File: src/rtl/pipe_register.sv
// n-bit storage register with write enable and synchronous active-low clear (optional parity: REGISTER_PARITY_EN).
// Latency: 1 cycle from i_data/i_clear_n to o_out (and o_par).
// Backpressure: none; i_en is a pure qualifier and o_out is always valid.
module pipe_register #(
    parameter int unsigned    n         = 32,
    parameter logic [n-1:0]   RESET_VAL = '0
) (
    input  logic         i_core_clk,
    input  logic         i_clear_n,
    input  logic [n-1:0] i_data,
    input  logic         i_en,
`ifdef REGISTER_PARITY_EN
    output logic         o_par,
`endif
    output logic [n-1:0] o_out
);

    logic [n-1:0] r_q;

    // Clear beats write enable on the same edge.
    always_ff @(posedge i_core_clk) begin
        if (!i_clear_n) begin
            r_q <= RESET_VAL;
        end else if (i_en) begin
            r_q <= i_data;
        end
    end

    assign o_out = r_q;

`ifdef REGISTER_PARITY_EN
    logic r_par;

    always_ff @(posedge i_core_clk) begin
        if (!i_clear_n) begin
            r_par <= ^RESET_VAL;
        end else if (i_en) begin
            r_par <= ^i_data;
        end
    end

    // Nonzero only when the stored word no longer matches the parity captured with it.
    assign o_par = r_par ^ (^r_q);
`endif

endmodule

File: config.mk
export PLATFORM = sky130hd
export DESIGN_NAME = pipe_register
export DESIGN_NICKNAME = d
export VERILOG_FILES = /design/src/rtl/pipe_register.sv
export SDC_FILE = /design/constraint.sdc
export NUM_CORES = 1
export LEC_CHECK = 0
export ABC_AREA = 1
export BUFFER_PORTS_ARGS = -buffer_cell sky130_fd_sc_hd__buf_2
export CAP_MARGIN = 30
export CORE_UTILIZATION = 25
export CTS_CLUSTER_SIZE = 30
export DETAILED_ROUTE_END_ITERATION = 10
export MAX_ROUTING_LAYER = met4
export PLACE_DENSITY = 0.48
export SLEW_MARGIN = 20
export SYNTH_ARGS = -nofsm -noshare
export SYNTH_HDL_FRONTEND = slang
export SYNTH_SLANG_ARGS = --single-unit
File: constraint.sdc
create_clock -name i_core_clk -period 1.4 [get_ports i_core_clk]
set_clock_uncertainty 0.15 [all_clocks]
set_input_delay 0.07 -clock i_core_clk [delete_from_list [all_inputs] [get_ports i_core_clk]]
set_output_delay 0.07 -clock i_core_clk [all_outputs]
set_load 0.05 [all_outputs]
# [Word-level counts from Yosys, hierarchy flattened]
# Cells that the tools add are included.
[totals] ff_bits=32 latch_bits=0 ram_bits=0 rom_bits=0 input_bits=35 out_inout_bits=32 word_cells=1 n_memories=0
[op_classes] n_addsub=0 n_mul=0 div=0 n_lt_le_gt_ge=0 eq_ne=0 shifts=0 n_mux=0 bitwise_logic=0 n_reduce_logical=0

# [Longest topological paths before layout]
[depth] ltp_word=0 depth_mapped=5

# [Least setup slack after synthesis]
# No wires, ideal clock.
[synth_path] path_kind="register to register" from="register o_out[29] (netlist name)" to="register r_q[29] (netlist: o_out[29])" setup_time_ns=0.064 arrival_time_ns=0.794 setup_slack_ns=0.392 path_stages_with_launch=3 n_path_buf=0 period_less_slack_ns=1.008 path_cell_list="dfxtp_1 -> nor2_1 -> nor2_1"
[synth_rtl] element="end signal: assignment" line_no="25" rtl="r_q <= i_data;"
[synth_rtl] element="end: declaration" line_no="18" rtl="logic [n-1:0] r_q;"

# [Final worst setup path]
[layout_path] from="register r_q[3] (netlist: o_out[3])" to="output port o_out[3]"
[layout_rtl] element="end: declaration" line_no="15" rtl="output logic [n-1:0] o_out"
# No word-level cell between the ends.

==> summary.md <==
| Metric | Value |
|---|---|
| Clock root buffer | `clkbuf_8` |
| Total of max-cap violations | `0` |
| Initial DRC count | `49` |
| Via density | `3.65` |
| Post-synthesis simple-gate area fraction | `between 30% and 40%` |
| Status | `finished clean` |
| Drt total wl | `around 3.0 mm` |
| Hold Crit Depth | `3` |
| Cts repair resizes | `0` |
| Final setup fails | `0` |
| Reg2Reg Depth | `2` |
| CP required | `~1.2 ns` |
| Vias in the first global route | `1190` |
| Main combinational cell family by area after synthesis | `simple AND/OR/NAND/NOR gates` |
| Hold WS | `0.0211 ns` |
| VDD IR max | `0.000578 V` |
| Hold path start | `i_clear_n` |
| Clock Tree Buf Depth | `2` |
| CP max-delay cell | `dfxtp_1` |
| RD Place Congestion | `0.669` |
| Post-synth net total | `between 200 and 250` |
| Via count | `~1300` |
| CP endpoint kind | `primary output` |
| Reg-to-reg critical path endpoint | `o_out[31]` |
| FF-to-FF Start | `o_out[31]` |
| Antenna Nets Post-Route | `0` |
| Core area | `slightly above 5000 µm²` |
| Yosys warning total | `0` |
| CP max stage delay | `0.34 ns` |
| Hold Vio Cnt, Final | `0` |
| Die height | `between 70 and 80 µm` |
| Slew Viols, Final | `0` |
| Area growth, synth to finish | `60.7%` |
| Cts bufs inserted | `5` |
| Slack of the worst reg-to-reg path | `approximately 0.7 ns` |
| Seq/Total Area, Yosys | `a little under half` |
| Syn avg cell area | `6.61 µm²` |
| Die width | `roughly 75 µm` |
| CP arrival | `approximately 0.88 ns` |
| Ant diodes | `0` |
| Hold EP | `o_out[13]` |
| WS Path Type | `flip-flop to primary output` |
| Met1 track demand over resource | `between 10 and 15%` |
| Area share of xor/xnor cells in the synthesized design | `0%` |
| Clock tree from TritonCTS | `done` |
| Post-synthesis mux area share | `0%` |
| Die area | `between 5000 and 6000 µm²` |
| Fmax | `slightly above 0.9 GHz` |
| Rows | `26` |
| Initial antenna violation count | `0` |
| Drt first pass iters | `4` |
| Synthesized instance count | `202` |
| Critical-path cell list | `buf_2` |
| Largest net degree at the start of global routing | `65` |
| First-pass GRT wire length | `slightly below 5 mm` |
| Worst min path class | `primary input to flip-flop` |
| Final period util | `78.9%` |
| Buf+Inv Stages, Crit Path | `1` |
| Synth Area in Adders | `0%` |
| PortBufs | `66` |
| Unrepaired setup endpoints after global routing | `no` |
| Total I/O pin count | `67` |
| DP Wirelength | `1.90 mm` |
| Top Usage Layer GRT | `met2` |
| Reg clk slew, reported paths | `approximately 0.07 ns` |
| Worst-Margin Slew | `around 0.32 ns` |
| DR DRC count | `0` |
| Largest register FFs | `32` |
| Clk sinks | `32` |
| Share of cells above drive strength 1 | `~25%` |
| Compound-Gate Fraction of Synth Area | `0%` |
| CP top delay family | `flip-flops` |
| H-tree depth | `2` |
| Avg WL per Cell | `around 8.2 µm` |
| Pwr Density | `~1200 nW/µm²` |
| Final #Nets | `334` |
| Grt met2 use | `a little under a fifth` |
| Clk_lat worst skew | `0.27 ns` |
| Time the worst path needs with I/O delays and setup | `between 1 and 1.5 ns` |
| Final setup TNS | `0 ns` |
| CP max FO | `2` |
| Gr usage total | `between 10% and 20%` |
| Leakage | `between 1 and 1.5 nW` |
| Mapped Area | `1340 µm²` |
| Global route overflow | `0` |
| Distinct cells, synth | `6` |
| Rel. slew slack | `between 70% and 80%` |
| Met3 usage | `approximately 3.3%` |
| Synth Register Bits | `32` |
| CP Launch Type | `flip-flop` |
| Initial Util | `~26%` |
==> cells in the mapped netlist <==
| master | instances | share of area (%) |
|---|---|---|
| nor2_1 | 64 | 18 |
| dfxtp_1 | 32 | 48 |
| inv_1 | 32 | 9.0 |
| nand2_1 | 64 | 18 |
| buf_2 | 3 | 1.1 |
| buf_6 | 7 | 5.9 |
==> metrics by stage <==
| stage | instances | setup slack [ns] | util [%] | total power [mW] | area [µm²] |
|---|---|---|---|---|---|
| final | 370 | 0.296 | 41.7 | 2.53 | 2150 |
| after global routing | 370 | 0.235 | 41.7 | 2.68 | 2150 |
| after CTS | 370 | 0.270 | 41.7 | 2.57 | 2150 |
| after detailed placement | 330 | 0.469 | 33.1 | 1.53 | 1700 |
| after global placement | 330 | 0.486 | 33.1 | 1.53 | 1700 |
| after floorplan | 202 | 0.392 | - | 1.40 | 1340 |
==> how the worst max path moves through the flow <==
stage | startpoint | to | slack [ns] | cells after the start
after floorplan | o_out[29] | o_out[29] | 0.39 | 2
final | o_out[3] | o_out[3] | 0.30 | 1
after detailed placement | i_clear_n | o_out[12] | 0.47 | 4
after global routing | o_out[10] | o_out[10] | 0.24 | 1
after global placement | i_clear_n | o_out[5] | 0.49 | 4
after CTS | o_out[10] | o_out[10] | 0.27 | 1
==> placed cells by master (no fill, tap or decap) <==
cell	n
bufinv_16	1
nor2_1	64
clkbuf_8	7
buf_12	2
nand2_1	64
dfxtp_1	32
buf_2	66
dlygate4sd3_1	32
inv_1	32
==> metal layers <==
| layer | part of all wire (%) | vias up |
|---|---|---|
| li1 | - | 762 |
| met2 | 45 | 41 |
| met1 | 48 | 544 |
| met3 | 6.5 | 2 |
| met4 | 0.46 | 0 |
| met5 | 0 | - |
==> layout make-up <==
class                   count  area [µm²]
repair buffers            100         691
flip-flops and latches     32         641
multi-input cells         128         480
well taps                  70        87.6
clock inverters             1        30.0
clock buffers               7        96.3
fillers                   580        2990
inverters                  32         120
==> logic make-up (layout without fill, tap and decap cells) <==
family	after synthesis	count (layout)
buf+inv	42	140
flops	32	32
simple gates	128	128
==> repair_timing <==
action | CTS | global route
buffers inserted | 0 | 0
hold buffers | 32 | 0
endpoints found under the hold margin | 32 | 0
==> power by group <==
part	internal (mW)	switching (mW)	total (mW)
logic	0.198	0.367	0.566
clock network	0.628	0.330	0.958
registers	0.975	0.0305	1.01
total	1.80	0.728	2.53
Note: power is estimated with default switching activity, not from simulation.
